## src/rtl/serial_adder_seq_if.sv

```systemverilog
// Operand/result bundle for serial_adder_seq.
// master drives the request side, slave is the adder.
interface serial_adder_seq_if #(
  parameter int unsigned WIDTH = 8
);
  logic             start;
  logic             sub;
  logic [WIDTH-1:0] a;
  logic [WIDTH-1:0] b;
  logic             cin;
  logic [WIDTH-1:0] sum;
  logic             cout;
  logic             ovf;
  logic             busy;
  logic             done;

  modport master (
    output start, sub, a, b, cin,
    input  sum, cout, ovf, busy, done
  );

  modport slave (
    input  start, sub, a, b, cin,
    output sum, cout, ovf, busy, done
  );
endinterface

```

## src/rtl/serial_adder_seq.sv

```systemverilog
// Multi-cycle add/subtract: one DIGIT-wide full-adder slice iterated LSB first,
// with start/busy/done handshake and registered sum/cout/ovf.
module serial_adder_seq #(
  parameter int unsigned WIDTH = 8,
  parameter int unsigned DIGIT = 1
) (
  input logic               clk,
  input logic               rst,
  serial_adder_seq_if.slave bus
);
  localparam int unsigned STEPS = WIDTH / DIGIT;
  localparam int unsigned CW    = (STEPS > 1) ? $clog2(STEPS) : 1;
  localparam int unsigned MSB   = WIDTH - 1;

  typedef enum logic [1:0] {IDLE, RUN, DONE} state_t;

  state_t           state;
  logic [WIDTH-1:0] a_q;
  logic [WIDTH-1:0] beff_q;
  logic [WIDTH-1:0] res_q;
  logic             a_msb;
  logic             b_msb;
  logic             carry_q;
  logic [CW-1:0]    cnt;
  logic [WIDTH-1:0] sum_q;
  logic             cout_q;
  logic             ovf_q;
  logic             busy_q;
  logic             done_q;

  logic [DIGIT-1:0] s_dig;
  logic             c_nxt;
  logic [WIDTH-1:0] res_nxt;

  // Digit slice: operands shift right so the active digit is always the low one.
  always_comb begin
    {c_nxt, s_dig} = (DIGIT+1)'(a_q[DIGIT-1:0]) + (DIGIT+1)'(beff_q[DIGIT-1:0])
                   + (DIGIT+1)'(carry_q);
    res_nxt = (res_q >> DIGIT) | (WIDTH'(s_dig) << (WIDTH - DIGIT));
  end

  // busy/done trail the state by one cycle so done lands STEPS+1 edges after start.
  always_ff @(posedge clk) begin
    if (rst) begin
      state   <= IDLE;
      a_q     <= '0;
      beff_q  <= '0;
      res_q   <= '0;
      a_msb   <= 1'b0;
      b_msb   <= 1'b0;
      carry_q <= 1'b0;
      cnt     <= '0;
      sum_q   <= '0;
      cout_q  <= 1'b0;
      ovf_q   <= 1'b0;
      busy_q  <= 1'b0;
      done_q  <= 1'b0;
    end else begin
      busy_q <= (state != IDLE);
      done_q <= (state == DONE);
      unique case (state)
        IDLE: begin
          if (bus.start) begin
            a_q     <= bus.a;
            beff_q  <= bus.sub ? ~bus.b : bus.b;
            a_msb   <= bus.a[MSB];
            b_msb   <= bus.b[MSB] ^ bus.sub;
            carry_q <= bus.cin ^ bus.sub;
            cnt     <= '0;
            state   <= RUN;
          end
        end
        RUN: begin
          a_q     <= a_q >> DIGIT;
          beff_q  <= beff_q >> DIGIT;
          res_q   <= res_nxt;
          carry_q <= c_nxt;
          cnt     <= cnt + CW'(1);
          if (cnt == CW'(STEPS - 1)) begin
            sum_q  <= res_nxt;
            cout_q <= c_nxt;
            ovf_q  <= (a_msb == b_msb) && (res_nxt[MSB] != a_msb);
            state  <= DONE;
          end
        end
        DONE:    state <= IDLE;
        default: state <= IDLE;
      endcase
    end
  end

  assign bus.sum  = sum_q;
  assign bus.cout = cout_q;
  assign bus.ovf  = ovf_q;
  assign bus.busy = busy_q;
  assign bus.done = done_q;
endmodule

```

## src/flat_wrapper.sv

```systemverilog
// flat-port wrapper written by rule: the top's interface ports become plain ports
module serial_adder_seq_flat 
#(
  parameter int unsigned WIDTH = 8,
  parameter int unsigned DIGIT = 1
)
  (clk, rst, bus_start, bus_sub, bus_a, bus_b, bus_cin, bus_sum, bus_cout, bus_ovf, bus_busy, bus_done);
  serial_adder_seq_if #(.WIDTH(WIDTH)) bus_i ();
  input logic clk;
  input logic rst;
  input wire logic [$bits(bus_i.start)-1:0] bus_start;
  input wire logic [$bits(bus_i.sub)-1:0] bus_sub;
  input wire logic [$bits(bus_i.a)-1:0] bus_a;
  input wire logic [$bits(bus_i.b)-1:0] bus_b;
  input wire logic [$bits(bus_i.cin)-1:0] bus_cin;
  output wire logic [$bits(bus_i.sum)-1:0] bus_sum;
  output wire logic [$bits(bus_i.cout)-1:0] bus_cout;
  output wire logic [$bits(bus_i.ovf)-1:0] bus_ovf;
  output wire logic [$bits(bus_i.busy)-1:0] bus_busy;
  output wire logic [$bits(bus_i.done)-1:0] bus_done;
  assign bus_i.start = bus_start;
  assign bus_i.sub = bus_sub;
  assign bus_i.a = bus_a;
  assign bus_i.b = bus_b;
  assign bus_i.cin = bus_cin;
  assign bus_sum = bus_i.sum;
  assign bus_cout = bus_i.cout;
  assign bus_ovf = bus_i.ovf;
  assign bus_busy = bus_i.busy;
  assign bus_done = bus_i.done;
  serial_adder_seq #(.WIDTH(WIDTH), .DIGIT(DIGIT)) u_core (.clk(clk), .rst(rst), .bus(bus_i));
endmodule
```

## config.mk

```make
export PLATFORM = sky130hd
export DESIGN_NAME = serial_adder_seq_flat
export DESIGN_NICKNAME = d
export VERILOG_FILES = /design/src/rtl/serial_adder_seq_if.sv /design/src/rtl/serial_adder_seq.sv /design/src/flat_wrapper.sv
export SDC_FILE = /design/constraint.sdc
export NUM_CORES = 1
export LEC_CHECK = 0
export ABC_AREA = 1
export CAP_MARGIN = 20
export CORE_ASPECT_RATIO = 0.7
export CORE_MARGIN = 1.5
export CORE_UTILIZATION = 51
export DETAILED_ROUTE_END_ITERATION = 8
export PLACE_DENSITY = 0.78
export SYNTH_ARGS = -nofsm -noshare
export SYNTH_HDL_FRONTEND = slang
export SYNTH_SLANG_ARGS = --single-unit
```

## constraint.sdc

```tcl
create_clock -name clk -period 1.8 [get_ports clk]
set_clock_uncertainty 0.2 [all_clocks]
set_input_delay 0.36 -clock clk [delete_from_list [all_inputs] [get_ports clk]]
set_output_delay 0.36 -clock clk [all_outputs]
set_load 0.01 [all_outputs]
```

==> results by group, run 1 <==
Status
  – Outcome: finished, final reports clean

Yosys
  – Post-Syn Nets: 298
  – Largest cells by area after synthesis: dfxtp_1, nand2_1, nor2_1
  – Yosys top cell area share: 0.460
  – Post-Synth Simple-Gate Area: 0.346
  – Synth Area in Compound Gates: 0.0722
  – Largest family of logic cells by synthesized area: simple AND/OR/NAND/NOR gates
  – Post-synthesis sequential area ratio: 0.460
  – FF+latch count, synth: 43
  – Number of distinct library cells after synthesis: 21
  – Synth Cell Area: 1870 sq um
  – Yosys top cell by area: dfxtp_1
  – Synth warnings: 0
  – Post-synthesis cell count: between 200 and 300
  – Adder-cell share of the synthesized area: 0.0241
  – Mux cell area share after synthesis: 0
  – Syn avg cell area: about 7 sq um
  – XOR/XNOR Fraction of Synth Area: 0.00468

Cells and area
  – Area delta synth->final: 25.9%
  – Filler Cell Count: 315
  – Fraction of layout cells with a size suffix above 1: 0.0801
  – Fin util: 0.670
  – Layout net count: approximately 340
  – Commonest non-fill, non-tap cell in the layout: nand2_1
  – ANT cells: 0
  – Most frequent cells in the layout: nand2_1, dfxtp_1, nor2_1, clkdlybuf4s50_1, inv_1

Power
  – Switching share of power: 0.268
  – Combinational power share: 0.142
  – PD cells: 810 nW/um^2
  – Sequential share of power: 0.544
  – Pint: 1.40 mW
  – IR drop worst, VDD: approximately 0.00059 V
  – Sw Pwr: between 0.5 and 0.6 mW
  – Clock network power share: 0.314
  – Leakage: ~1.2 nW

CTS
  – CTS tree: yes
  – Num CTS Buffers: 5
  – Hold Buf Count CTS: 0
  – Reg clk slew, reported paths: 0.08 ns
  – H-tree levels: 2
  – Root Buffer: clkbuf_8
  – Clock Tree Buf Depth: 2
  – Worst-skew pair later-pin latency: about 0.30 ns
  – Clock tree sinks: 43

Placed design
  – Port Buffers: 32
  – Dpl ws: -0.0542 ns
  – RePlAce Congestion: 0.745
  – Dpl hpwl: 2650 um

Timing
  – RSZ-0062 raised after global routing: no
  – Slew @ Worst Pin: between 0.2 and 0.3 ns
  – Final Hold Viols: 0
  – Max-slew violations: 0
  – WHS: ~0.26 ns
  – Period utilization: 0.971
  – Relative slew slack: 0.818
  – Final setup viols: 0
  – Tmin final: ~1.7 ns
  – Maximum clock frequency: 572 MHz
  – Final worst slack: 0.0525 ns

Routing
  – DRT Pass-1 Iters: 7
  – First DRT Iteration DRCs: between 100 and 150
  – Final ANT Viol Nets: 0
  – Routed Wire Length: 3670 um
  – DR vias/cell: 4.75
  – Residual DRC: 0
  – WL per Instance: 10.1 um
  – Via count: 1718

Floorplan
  – Chip height: 53.7 um
  – DIE WIDTH: approximately 75 um
  – Core area: 3510 sq um
  – # rows: 18
  – Initial Util: 0.532
  – Die area: 4050 sq um
  – # IOs: 33

Global route
  – Antenna violations before repair: 0
  – Gr usage total: 0.203
  – Gr ovfl total: 0
  – Vias in the first global route: roughly 1400
  – Maximum number of pins on one net before global-route repair: 28
  – First-pass GRT wire length: 6180 um

Worst setup path
  – Cell Chain, Critical Path: clkdlybuf4s50_1
  – Maximum fanout along the worst path: 2
  – Crit end category: output pin
  – Delay-heaviest family, CP: buffers and inverters
  – Setup CP Type: flip-flop to output pin
  – Worst setup path start: u_core.bus.sum[3]
  – Slowest cell on crit path: clkdlybuf4s50_1
  – R2r setup slk: ~0.27 ns
  – Worst r2r src: u_core.carry_q
  – Largest stage delay, worst path: 0.54 ns
  – Worst EP required: 1.24 ns
  – CP Capture Point: bus_sum[3]
  – RR Endpoint: u_core.bus.ovf
  – WP depth: 1
  – Crit path launch type: flip-flop
  – R2R cell count: 6
  – Buffers & Inverters on Critical Path: 1
  – Worst Path Arrival: 1.19 ns

Run
  – Max-cap violation count: 0

Worst hold path
  – Hold WC Path Type: flip-flop to flip-flop
  – Hold path depth: 1
==> flip-flops by register name (all words and copies together) (netlist names) <==
| name | flops |
|---|---|
| u_core.bus.cout | 1 |
| u_core.state | 2 |
| u_core.a_msb | 1 |
| u_core.bus.sum | 8 |
| u_core.cnt | 3 |
| u_core.bus.busy | 1 |
| u_core.res_q | 7 |
| u_core.bus.done | 1 |
| u_core.bus.ovf | 1 |
| u_core.a_q | 8 |
| u_core.b_msb | 1 |
| u_core.carry_q | 1 |
| u_core.beff_q | 8 |
==> per-layer routing <==
metal,share of wire,GRT usage,vias up
li1,-,-,920
met1,0.52,0.279,760
met2,0.43,0.308,33
met3,0.040,0.0506,5
met4,0.012,0.0774,0
met5,0,0,-
==> kinds of logic after synthesis <==
logic type / after synthesis
compound gates: 27
simple gates: 161
buf+inv: 39
fa+ha+maj: 3
xor+xnor: 1
flops: 43
==> power by group through the flow <==
| stage | Sequential (mW) | Combinational, mW | Clock [mW] |
|---|---|---|---|
| floorplan | 1.05 | 0.179 | 0 |
| global placement | 1.06 | 0.264 | 0 |
| detailed placement | 1.06 | 0.270 | 0 |
| CTS | 1.04 | 0.272 | 0.613 |
| global route | 1.04 | 0.309 | 0.651 |
| finish | 1.04 | 0.271 | 0.599 |
==> cells in the mapped netlist (all sizes together) <==
cell type and n:
fa 1, nor2 33, buf 8, xor2 1
inv 29, o21ai 18, a21oi 9, nand2 108
nand3 19, dfxtp 43, ha 2, clkbuf 2
nor3 1
==> worst min-delay path by stage <==
stage | startpoint | end | slack (ns)
after floorplan | u_core.cnt[0] | u_core.cnt[0] | 0.23
after global routing | u_core.a_q[7] | u_core.a_q[7] | 0.29
after detailed placement | u_core.cnt[0] | u_core.cnt[0] | 0.25
after global placement | u_core.res_q[3] | u_core.bus.sum[2] | 0.25
final | u_core.cnt[0] | u_core.cnt[0] | 0.26
after CTS | u_core.cnt[0] | u_core.cnt[0] | 0.26
==> timing repair <==
action	CTS	global route
hold endpoints to repair	0	0
gates resized for setup	0	1
endpoints found under the setup margin	0	1
setup buffers	0	0
==> cell type report <==
type | instances | area (sq um) | share of cell area
flip-flops and latches | 43 | 861 | 0.366
clock inverters | 3 | 20.0 | 0.00850
inverters | 29 | 111 | 0.0473
well taps | 50 | 62.6 | 0.0266
clock buffers | 5 | 68.8 | 0.0292
multi-input cells | 192 | 836 | 0.355
repair buffers | 40 | 395 | 0.168
==> stage by stage <==
| stage | TNS (ns) | total power, mW | cell area [sq um] | std cells |
|---|---|---|---|---|
| after floorplan | 0 | 1.23 | 1870 | 274 |
| after global routing | 0 | 2.00 | 2350 | 362 |
| after CTS | 0 | 1.92 | 2350 | 362 |
| final | 0 | 1.91 | 2350 | 362 |
| after global placement | 0 | 1.32 | 2260 | 354 |
| after detailed placement | -0.233 | 1.33 | 2260 | 354 |
Note: power is estimated with default switching activity, not from simulation.
==> run 2, diff against run 1 <==
CORE_UTILIZATION = 55   (was 51)
PLACE_DENSITY = 0.83   (was 0.78)
clock period = 2.2 ns   (was 1.8 ns; I/O delays follow)
==> results by group, run 2 (synthesis results as in run 1) <==
Timing
  – Relative slew slack: 0.753 (was 0.818)
  – Period utilization: 0.831
  – Slew @ Worst Pin: 0.370 ns (was 0.273 ns)
  – RSZ-0062 raised after global routing: no (unchanged)
  – Final setup viols: 0 (unchanged)
  – Max-slew violations: 0 (unchanged)
  – Maximum clock frequency: 547 MHz
  – Setup_tns: 0 ns (unchanged)
  – Tmin final: roughly 1.8 ns
  – Final worst slack: 0.372 ns (was 0.0525 ns)
  – Final Hold Viols: 0 (unchanged)

Power
  – Switching share of power: 0.254 (was 0.268)
  – Combinational power share: 0.134 (was 0.142)
  – Clock network power share: 0.340 (was 0.314)
  – Leakage: 1.15 nW (was 1.17 nW)
  – PD cells: 692 nW/um^2 (was 810 nW/um^2)
  – Sequential share of power: 0.526 (was 0.544)
  – Pint: 1.20 mW (was 1.40 mW)
  – IR drop worst, VDD: 0.000433 V (was 0.000590 V)
  – Sw Pwr: 0.410 mW (was 0.510 mW)

Routing
  – Routed Wire Length: 3800 um (was 3670 um)
  – WL per Instance: 10.9 um (was 10.1 um)
  – Residual DRC: 0 (unchanged)
  – Via count: 1740 (was 1718)
  – Final ANT Viol Nets: 0 (unchanged)
  – DR vias/cell: 4.99 (was 4.75)
  – DRT Pass-1 Iters: 4 (was 7)
  – First DRT Iteration DRCs: 107 (was 110)

Worst hold path
  – Hold path depth: 1 (unchanged)
  – Hold WC Path Type: flip-flop to flip-flop (unchanged)
  – Hold Crit Start: u_core.cnt[0] (unchanged)
  – Worst hold endpoint: u_core.cnt[0] (unchanged)

Cells and area
  – Commonest non-fill, non-tap cell in the layout: nand2_1 (unchanged)
  – Most frequent cells in the layout: nand2_1, dfxtp_1, clkdlybuf4s50_1 (was nand2_1, dfxtp_1, nor2_1, clkdlybuf4s50_1, inv_1)
  – Fin util: 0.730 (was 0.670)
  – Register area: 861 sq um (unchanged)
  – Filler Cell Count: 277 (was 315)
  – Area delta synth->final: 24.5% (was 25.9%)
  – Area taken by multi-input logic gates: 836 sq um (unchanged)
  – Layout net count: 334 (was 335)
  – ANT cells: 0 (unchanged)
  – Fraction of layout cells with a size suffix above 1: 0.0740 (was 0.0801)

Worst setup path
  – Worst Path Arrival: 1.19 ns (about the same)
  – Worst r2r src: u_core.cnt[0] (was u_core.carry_q)
  – R2R cell count: 8 (was 6)
  – Crit end category: output pin (unchanged)
  – RR Endpoint: u_core.bus.ovf (unchanged)
  – Buffers & Inverters on Critical Path: 1 (unchanged)
  – R2r setup slk: 0.64 ns (was 0.27 ns)
  – Crit path launch type: flip-flop (unchanged)
  – Largest stage delay, worst path: 0.54 ns (about the same)
  – Setup CP Type: flip-flop to output pin (unchanged)
  – Maximum fanout along the worst path: 2 (unchanged)
  – Worst EP required: 1.56 ns (was 1.24 ns)
  – Delay-heaviest family, CP: buffers and inverters (unchanged)
  – Cell Chain, Critical Path: clkdlybuf4s50_1 (unchanged)
  – Slowest cell on crit path: clkdlybuf4s50_1 (unchanged)

Floorplan
  – Core area: 3190 sq um (was 3510 sq um)
  – Chip height: 51.8 um (was 53.7 um)
  – Die area: 3770 sq um (was 4050 sq um)
  – # rows: 17 (was 18)
  – Initial Util: 0.586 (was 0.532)
  – DIE WIDTH: 72.7 um (was 75.4 um)
  – # IOs: 33 (unchanged)

Run
  – Max-cap violation count: 0 (unchanged)

CTS
  – Clock tree sinks: 43 (unchanged)
  – Num CTS Buffers: 5 (unchanged)
  – Hold Buf Count CTS: 0 (unchanged)
  – Root Buffer: clkbuf_8 (unchanged)
  – CTS tree: yes (unchanged)
  – H-tree levels: 2 (unchanged)
  – Clock Tree Buf Depth: 2 (unchanged)
  – Post-CTS setup buffer count: 0 (unchanged)
  – Worst-skew pair later-pin latency: 0.30 ns (about the same)
  – Reg clk slew, reported paths: 0.08 ns (about the same)
  – Post_cts resized: 0 (unchanged)

Placed design
  – Dpl hpwl: 2660 um (was 2650 um)
  – Dpl ws: 0.283 ns (was -0.0542 ns)
  – RePlAce Congestion: 0.805 (was 0.745)
  – Port Buffers: 32 (unchanged)

Global route
  – Antenna violations before repair: 0 (unchanged)
  – Gr usage total: 0.232 (was 0.203)
  – Vias in the first global route: 1539 (was 1429)
  – Gr ovfl total: 0 (unchanged)
  – First-pass GRT wire length: 6530 um (was 6180 um)
  – Maximum number of pins on one net before global-route repair: 28 (unchanged)

Status
  – Outcome: finished, final reports clean (unchanged)
## run 2: stage by stage
stage | total power, mW | std cells | hold slack [ns] | area [sq um]
floorplan | 1.01 | 274 | 0.235 | 1870
global placement | 1.07 | 341 | 0.251 | 2230
detailed placement | 1.08 | 341 | 0.256 | 2230
CTS | 1.62 | 349 | 0.266 | 2330
global route | 1.69 | 349 | 0.287 | 2330
finish | 1.61 | 349 | 0.265 | 2330
## run 2: how the worst max path moves through the flow
stage / startpoint / slack, ns / endpoint / cells past startpoint
3_5_place_dp: bus_start / 0.28 / u_core.a_q[7] / 5
3_3_place_gp: bus_start / 0.30 / u_core.beff_q[6] / 7
5_1_grt: u_core.bus.sum[5] / 0.35 / bus_sum[5] / 1
2_1_floorplan: u_core.carry_q / 0.76 / u_core.bus.ovf / 6
6_report: u_core.bus.sum[7] / 0.37 / bus_sum[7] / 1
4_1_cts: u_core.bus.sum[7] / 0.37 / bus_sum[7] / 1
## run 2: layout make-up
class,instances,area share
sequential,43,0.370
multi-input combinational,192,0.359
timing repair buffer,39,0.160
inverter,29,0.0478
clock buffer,8,0.0430
tap,38,0.0204
## run 2: power groups by stage
stage,clock network [mW],logic (mW),registers [mW]
after CTS,0.556,0.216,0.847
after floorplan,0,0.147,0.859
after global routing,0.584,0.248,0.853
after global placement,0,0.210,0.864
final,0.548,0.216,0.848
after detailed placement,0,0.214,0.865
## run 2: worst reg2reg max path: stages, from the launching register on
cell and delay (ns):
dfxtp_1 0.33, ha_1 0.20, ha_1 0.18, inv_1 0.12, nor2_4 0.07, inv_2 0.15
nand2_1 0.09, nand3_1 0.09, inv_1 0.04
## run 2: layer usage
layer / global-route usage / part of all wire
met5: 0 / 0
met4: 0.110 / 0.016
met3: 0.0640 / 0.040
met2: 0.370 / 0.44
met1: 0.291 / 0.51
==> run 3, diff against run 2 <==
CORE_UTILIZATION = 46   (was 55)
PLACE_DENSITY = 0.74   (was 0.83)
clock period = 1.53 ns   (was 2.2 ns; I/O delays follow)
==> results by group, run 3 (synthesis results as in run 1) <==
Status
  – Outcome: finished, final reports clean (unchanged)

Global route
  – Gr ovfl total: 0 (unchanged)
  – Busiest grt layer: met2 (unchanged)
  – Maximum number of pins on one net before global-route repair: 28 (unchanged)
  – First-pass GRT wire length: 6570 um (was 6530 um)
  – Vias in the first global route: 1520 (was 1539)
  – Gr usage total: 0.188 (was 0.232)
  – Grt met2 use: 0.283 (was 0.370)
  – Antenna violations before repair: 0 (unchanged)
  – Routing usage on met1: 0.260 (was 0.291)
  – Met3 Usage GRT: 0.0423 (was 0.0640)

Power
  – Leakage: 1.26 nW (was 1.15 nW)
  – PD cells: 964 nW/um^2 (was 692 nW/um^2)
  – IR drop worst, VDD: 0.000517 V (was 0.000433 V)

Timing
  – Period utilization: 0.996
  – Tmin final: 1.52 ns
  – Slew @ Worst Pin: 0.270 ns (was 0.370 ns)
  – Final setup viols: 0 (unchanged)
  – Maximum clock frequency: 656 MHz
  – Final worst slack: 0.00643 ns (was 0.372 ns)
  – Relative slew slack: 0.820 (was 0.753)
  – Setup_tns: 0 ns (unchanged)
  – RSZ-0062 raised after global routing: yes (was no)
  – Final Hold Viols: 0 (unchanged)
  – Max-slew violations: 0 (unchanged)

CTS
  – Clock tree sinks: 43 (unchanged)
  – Clock Tree Buf Depth: 2 (unchanged)
  – CTS tree: yes (unchanged)
  – Worst-skew pair later-pin latency: 0.29 ns (was 0.30 ns)
  – Num CTS Buffers: 5 (unchanged)
  – Hold Buf Count CTS: 0 (unchanged)
  – Root Buffer: clkbuf_8 (unchanged)
  – H-tree levels: 2 (unchanged)
  – Reg clk slew, reported paths: 0.08 ns (about the same)

Worst hold path
  – Hold WC Path Type: flip-flop to flip-flop (unchanged)

Floorplan
  – Core area: 3900 sq um (was 3190 sq um)
  – Chip height: 56.4 um (was 51.8 um)
  – # IOs: 33 (unchanged)
  – Die area: 4460 sq um (was 3770 sq um)
  – DIE WIDTH: 79.2 um (was 72.7 um)
  – # rows: 19 (was 17)
  – Initial Util: 0.480 (was 0.586)

Worst setup path
  – Setup CP Type: flip-flop to flip-flop (was flip-flop to output pin)
  – Slowest cell on crit path: fa_1 (was clkdlybuf4s50_1)
  – Delay-heaviest family, CP: adder cells (was buffers and inverters)
  – RR Endpoint: u_core.bus.ovf (unchanged)
  – Buffers & Inverters on Critical Path: 2 (was 1)
  – Most common cell type on the critical path: nand3_2
  – Crit path launch type: flip-flop (unchanged)
  – R2r setup slk: 0.006 ns (was 0.64 ns)
  – Worst Path Arrival: 1.52 ns (was 1.19 ns)
  – Crit end category: flip-flop (was output pin)
  – Worst EP required: 1.52 ns (was 1.56 ns)
  – CP Capture Point: u_core.bus.ovf (was bus_sum[7])
  – Cell Chain, Critical Path: fa_1 > inv_2 > nand3_2 > nand3_2 > nand3_2 > inv_1 (was clkdlybuf4s50_1)
  – Largest stage delay, worst path: 0.59 ns (was 0.54 ns)
  – R2R cell count: 6 (was 8)
  – Worst r2r src: u_core.a_q[0] (was u_core.cnt[0])
  – WP depth: 6 (was 1)
  – Worst setup path start: u_core.a_q[0] (was u_core.bus.sum[7])
  – Maximum fanout along the worst path: 2 (unchanged)

Placed design
  – RePlAce Congestion: 0.781 (was 0.805)
  – Port Buffers: 32 (unchanged)
  – Dpl hpwl: 2730 um (was 2660 um)
  – Placed cell area: 2320 sq um (was 2230 sq um)
  – Dpl ws: -0.188 ns (was 0.283 ns)

Cells and area
  – Layout net count: 342 (was 334)
  – Fin util: 0.628 (was 0.730)
  – ANT cells: 0 (unchanged)
  – Fraction of layout cells with a size suffix above 1: 0.129 (was 0.0740)
  – Commonest non-fill, non-tap cell in the layout: nand2_1 (unchanged)
  – Area delta synth->final: 30.8% (was 24.5%)
  – Most frequent cells in the layout: nand2_1, dfxtp_1, nor2_1 (was nand2_1, dfxtp_1, clkdlybuf4s50_1)
  – Final Cell Area: 2450 sq um (was 2330 sq um)

Run
  – Max-cap violation count: 0 (unchanged)

Routing
  – WL per Instance: 10.4 um (was 10.9 um)
  – DRT Pass-1 Iters: 4 (unchanged)
  – Via count: 1702 (was 1740)
  – Residual DRC: 0 (unchanged)
  – Final ANT Viol Nets: 0 (unchanged)
  – First DRT Iteration DRCs: 62 (was 107)
  – Routed Wire Length: 3870 um (was 3800 um)
  – DR vias/cell: 4.59 (was 4.99)
==> run 3: cell count changes in the layout (fill, tap and decap cells not counted), sizes merged <==
cell / before / now
buf: 7 / 15
clkdlybuf4s50: 32 / 20
dlygate4sd2: 0 / 12
clkinvlp: 0 / 1
clkbuf: 8 / 7
==> run 3: cell type report <==
type                    instances  area, sq um
clock buffers                   7         96.3
clock inverters                 1         7.51
fillers                       366         1450
inverters                      29          116
multi-input cells             192          853
flip-flops and latches         43          866
well taps                      52         65.1
repair buffers                 47          443
==> run 3: how the worst min path moves through the flow <==
stage,from,end,cells past startpoint
floorplan,u_core.cnt[0],u_core.cnt[0],1
global placement,u_core.res_q[4],u_core.bus.sum[3],2
detailed placement,u_core.a_q[7],u_core.a_q[7],2
CTS,u_core.a_q[7],u_core.a_q[7],2
global route,u_core.cnt[0],u_core.cnt[0],1
finish,u_core.cnt[0],u_core.cnt[0],1
==> run 3: metrics by stage <==
step | hold slack (ns) | cells | total power, mW
after floorplan | 0.235 | 274 | 1.45
after global placement | 0.251 | 361 | 1.58
after detailed placement | 0.254 | 361 | 1.59
after CTS | 0.265 | 369 | 2.36
after global routing | 0.273 | 371 | 2.48
final | 0.244 | 371 | 2.36
==> run 3: where the power goes <==
group          switching, mW  internal [mW]  total, mW
Sequential            0.0393           1.18       1.22
Clock                  0.379          0.411      0.790
Combinational          0.184          0.164      0.348
Total                  0.602           1.76       2.36
==> run 3: timing repair <==
item,CTS,global route
setup endpoints to repair,12,10
buffers inserted,0,2
pin swaps,0,3
gates resized for setup,12,12
==> run 3: layer usage <==
metal	wire length [um]	up-vias
met1	1960	740
met2	1690	30
met5	0	-
li1	-	928
met3	166	4
met4	47	0
